$ cat src/rtl/mem_arbiter.sv
// Round-robin arbiter sharing one single-port synchronous memory
// between instruction fetch and the load/store unit.
module mem_arbiter #(
  parameter int AW = 13,
  parameter int DW = 32
) (
  input  logic              clk,
  input  logic              rst_n,
  input  logic              f_req,
  input  logic [AW-1:0]     f_addr,
  output logic              f_ack,
  output logic [DW-1:0]     f_rdata,
  input  logic              d_req,
  input  logic              d_we,
  input  logic [AW-1:0]     d_addr,
  input  logic [DW-1:0]     d_wdata,
  input  logic [DW/8-1:0]   d_bmask,
  output logic              d_ack,
  output logic [DW-1:0]     d_rdata,
  output logic              mem_en,
  output logic              mem_we,
  output logic [AW-1:0]     mem_addr,
  output logic [DW-1:0]     mem_wdata,
  output logic [DW/8-1:0]   mem_bmask,
  input  logic [DW-1:0]     mem_rdata,
  output logic              busy
);

  localparam int BW = DW / 8;

  typedef enum logic [1:0] {
    IDLE,
    ACCESS,
    RESP
  } state_t;

  typedef struct packed {
    logic          en;
    logic          we;
    logic [AW-1:0] addr;
    logic [DW-1:0] wdata;
    logic [BW-1:0] bmask;
  } mem_cmd_t;

  state_t   state_q, state_d;
  logic     last_q, last_d;
  logic     sel_q, sel_d;
  mem_cmd_t cmd_q, cmd_d;
  logic     grant_d, grant_f;
  logic     resp;

  // Data wins a tie unless it was the previous grantee.
  always_comb begin
    grant_d = d_req & (~f_req | ~last_q);
    grant_f = f_req & ~grant_d;
  end

  always_comb begin
    state_d = state_q;
    last_d  = last_q;
    sel_d   = sel_q;
    cmd_d   = '0;
    unique case (state_q)
      IDLE: begin
        unique case (1'b1)
          grant_d: begin
            state_d     = ACCESS;
            last_d      = 1'b1;
            sel_d       = 1'b1;
            cmd_d.en    = 1'b1;
            cmd_d.we    = d_we;
            cmd_d.addr  = d_addr;
            cmd_d.wdata = d_we ? d_wdata : '0;
            cmd_d.bmask = d_we ? d_bmask : '0;
          end
          grant_f: begin
            state_d    = ACCESS;
            last_d     = 1'b0;
            sel_d      = 1'b0;
            cmd_d.en   = 1'b1;
            cmd_d.addr = f_addr;
          end
          default: ;
        endcase
      end
      ACCESS:  state_d = RESP;
      RESP:    state_d = IDLE;
      default: state_d = IDLE;
    endcase
  end

  always_ff @(posedge clk) begin
    if (!rst_n) begin
      state_q <= IDLE;
      last_q  <= 1'b0;
      sel_q   <= 1'b0;
      cmd_q   <= '0;
    end else begin
      state_q <= state_d;
      last_q  <= last_d;
      sel_q   <= sel_d;
      cmd_q   <= cmd_d;
    end
  end

  assign mem_en    = cmd_q.en;
  assign mem_we    = cmd_q.we;
  assign mem_addr  = cmd_q.addr;
  assign mem_wdata = cmd_q.wdata;
  assign mem_bmask = cmd_q.bmask;

  // Read data is passed straight through; the memory holds it in RESP.
  assign resp    = (state_q == RESP);
  assign f_ack   = resp & ~sel_q;
  assign d_ack   = resp & sel_q;
  assign f_rdata = f_ack ? mem_rdata : '0;
  assign d_rdata = d_ack ? mem_rdata : '0;
  assign busy    = (state_q != IDLE);

endmodule

$ cat config.mk
export PLATFORM = sky130hd
export DESIGN_NAME = mem_arbiter
export DESIGN_NICKNAME = d
export VERILOG_FILES = /design/src/rtl/mem_arbiter.sv
export SDC_FILE = /design/constraint.sdc
export NUM_CORES = 1
export LEC_CHECK = 0
export CORE_MARGIN = 2
export CORE_UTILIZATION = 25
export DETAILED_ROUTE_END_ITERATION = 10
export GPL_TIMING_DRIVEN = 0
export HOLD_SLACK_MARGIN = 0.02
export PLACE_DENSITY = 0.76
export SYNTH_ARGS = -nofsm -noshare
export SYNTH_HDL_FRONTEND = slang
export SYNTH_SLANG_ARGS = --single-unit
$ cat constraint.sdc
create_clock -name clk -period 1.2 [get_ports clk]
set_input_delay 0.24 -clock clk [delete_from_list [all_inputs] [get_ports clk]]
set_output_delay 0.24 -clock clk [all_outputs]
set_load 0.1 [all_outputs]
==> impl_metrics.sql <==
INSERT INTO impl_metrics (metric_group, metric, value, unit) VALUES
('status', 'status', 'finished, violations left', ''),
('status', 'failed_checks', 'setup timing', ''),
('timing', 'worstMarginPinSlew', '0.290', 'ns'),
('timing', 'slew_viol_final', '0', ''),
('finish', 'drive_gt1_share', '55.7', '%'),
('routing', 'drtAntennaViolNets', '0', ''),
('setup_path', 'crit_type', 'flop to output port', ''),
('clock_tree', 'tritoncts', 'yes', ''),
('finish', 'final-seq-area', '1090', 'µm²'),
('routing', 'routed_wirelength', '9.30', 'mm'),
('logic_synthesis', 'synth_area_in_compound_gates', '7.48', '%'),
('floorplanning', 'num_rows', '32', ''),
('finish', 'fillers', '518', ''),
('global_route', 'grt-ovfl-total', '0', ''),
('logic_synthesis', 'synth.yosys.seq_area_share', '53.9', '%'),
('finish', 'final_nets', '540', ''),
('setup_path', 'reg2reg_depth', '6', ''),
('setup_path', 'critPathCaptureType', 'output port', ''),
('min_path', 'hp-class', 'flop to flop', ''),
('global_route', 'grt_use_total', '20.0', '%'),
('setup_path', 'most_common_cell_on_crit_path', 'buf_12', ''),
('placed_design', 'hpwlAfterDp', '5.87', 'mm'),
('finish', 'final_common_cell', 'clkdlybuf4s50_1', ''),
('placed_design', 'io_buffers', '216', ''),
('logic_synthesis', 'synthesis.instances', '194', ''),
('logic_synthesis', 'yosysWarnings', '0', ''),
('global_route', 'largest_net_degree_at_the_start_of_global_routing', '18', ''),
('setup_path', 'worstSetupStartpointType', 'flop', ''),
('logic_synthesis', 'synth_ff_type', 'dfxtp_1', ''),
('clock_tree', 'htree_levels', '2', ''),
('logic_synthesis', 'postSynthNetCount', '293', ''),
('clock_tree', 'cts.hold.buffers_added', '0', ''),
('timing', 'layout_min_cycle_time', '1.80', 'ns'),
('pwr', 'p_int', '3.35', 'mW'),
('logic_synthesis', 'syn_area', '2010', 'µm²'),
('clock_tree', 'ctsLongestPathBuffers', '2', ''),
('setup_path', 'critical_path_arrival', '1.56', 'ns'),
('placed_design', 'place_congestion', '0.684', ''),
('clock_tree', 'later_pin_clock_latency_in_the_skew_report', '0.30', 'ns'),
('timing', 'max_slew_margin', '80.8', '%'),
('pwr', 'netSwitchingFraction', '34.1', '%'),
('floorplanning', 'dieArea', '8760', 'µm²'),
('global_route', 'grt_first_pass_wirelength', '13.5', 'mm'),
('logic_synthesis', 'post_synth_xor_area_fraction', '0', '%'),
('clock_tree', 'cts-buffers-inserted', '5', ''),
('clock_tree', 'cts.sinks', '54', ''),
('routing', 'drt_iter0_drc', '48', ''),
('setup_path', 'critical_path.max_stage_delay', '0.37', 'ns'),
('timing', 'setup_repair_after_global_routing_missed_its_margin', 'true', ''),
('floorplanning', 'io_pins', '217', ''),
('finish', 'areaGrowthSynthToFinish', '180', '%'),
('timing', 'final.period_utilization', '150', '%'),
('logic_synthesis', 'muxShareOfSynthArea', '0', '%'),
('timing', 'hold_violations', '0', ''),
('timing', 'layout_setup_ws', '-0.602', 'ns'),
('finish', 'n_antenna_cell', '0', ''),
('logic_synthesis', 'main_combinational_cell_family_by_area_after_synthesis', 'simple AND/OR/NAND/NOR gates', ''),
('floorplanning', 'core_region_area', '7770', 'µm²'),
('pwr', 'power.ir.vdd_worst', '0.636', 'mV'),
('setup_path', 'timing.critical_path.cells', 'and3b_2 -> buf_12 -> clkbuf_8 -> and2_4 -> buf_12', ''),
('floorplanning', 'die_y', '93.6', 'µm'),
('timing', 'clock.fmax', '555', 'MHz'),
('logic_synthesis', 'synth_seq_cells', '54', ''),
('logic_synthesis', 'netlist-cell-type-count', '18', ''),
('logic_synthesis', 'async_reset_ff_share', '0', '%'),
('pwr', 'power_frac_clock', '25.1', '%'),
('pwr', 'power.share.combinational', '37.5', '%'),
('clock_tree', 'clock_pin_slew_worst_setup_and_hold_paths', '0.10', 'ns'),
('timing', 'fin_worst_hold_slack', '0.438', 'ns'),
('min_path', 'hold_depth', '1', ''),
('timing', 'finalSetupViolations', '117', '');
-- registers in the layout, summed over array words and instances, names as in the netlist --
signal	cells
mem_wdata	32
mem_addr	13
sel_q	1
mem_we	1
state_q	2
mem_bmask	4
mem_en	1
-- stage by stage --
step | worst slack (ns) | cells | utilization, % | instance area, µm²
floorplan | -0.259 | 194 | - | 2240
global placement | -1.28 | 512 | 58.4 | 4530
detailed placement | -1.27 | 512 | 58.4 | 4530
CTS | -0.574 | 540 | 70.9 | 5510
global route | -0.647 | 544 | 72.4 | 5620
finish | -0.602 | 544 | 72.4 | 5620
-- Yosys cell counts, types with 2 or more instances --
cell type  number  area [µm²]
nor2_1          2        7.51
and2_1        100         626
o21a_1          2        15.0
dfxtp_1        54        1080
a22o_1         13         114
buf_6           3        33.8
clkbuf_1        6        22.5
nand2_1         2        7.51
nor3b_2         2        25.0
buf_4           2        15.0
-- final cells by class --
cell class                 count  share of cell area [%]
inverter                       1                  0.0668
tap                          102                    2.27
buffer                        12                    3.61
clock buffer                   6                    1.47
clock inverter                 2                   0.690
sequential                    54                    19.4
multi-input combinational    127                    18.9
timing repair buffer         240                    53.6
-- path summary, 6_finish.rpt --
kind	start	slack [ns]	endpoint
worst max register to register	state_q[1]	-0.24	mem_bmask[2]
worst min register to register	state_q[1]	0.44	state_q[1]
worst min-delay path	state_q[1]	0.44	state_q[1]
worst max-delay path	state_q[0]	-0.60	d_rdata[26]
-- logic make-up (layout without fill, tap and decap cells) --
kind of cell,after synthesis,count (layout)
flip-flops,54,54
AO/OA/AOI/OAI,17,17
buffers and inverters,13,261
AND/OR/NAND/NOR,110,110
-- what timing repair did --
action	CTS	global route
resized for setup	944	20
setup endpoints to repair	168	128
pin swaps	7	14
cloned	7	3
buffers inserted	13	2
-- layer usage --
layer	routed length [µm]	vias up	share of wire, %	global-route usage [%]
met2	5260	126	57	40.0
met3	995	14	11	8.54
met5	0	-	0	0
met1	2850	1074	31	18.4
li1	-	1111	-	-
met4	198	0	2.1	4.59
-- power groups by stage --
stage | clock network [mW] | registers [mW] | logic [mW]
finish | 1.28 | 1.90 | 1.91
floorplan | 0 | 2.41 | 0.565
detailed placement | 0 | 1.94 | 1.62
global placement | 0 | 1.93 | 1.61
global route | 1.40 | 1.91 | 1.97
CTS | 1.33 | 1.90 | 1.85
-- worst max-delay path: cells and delay by family (launching register included) --
family,cells,cell delay [ns]
buffers and inverters,3,0.46
flip-flops,1,0.37
AND/OR/NAND/NOR,2,0.42
No activity file was read; power rests on OpenSTA's default activity.
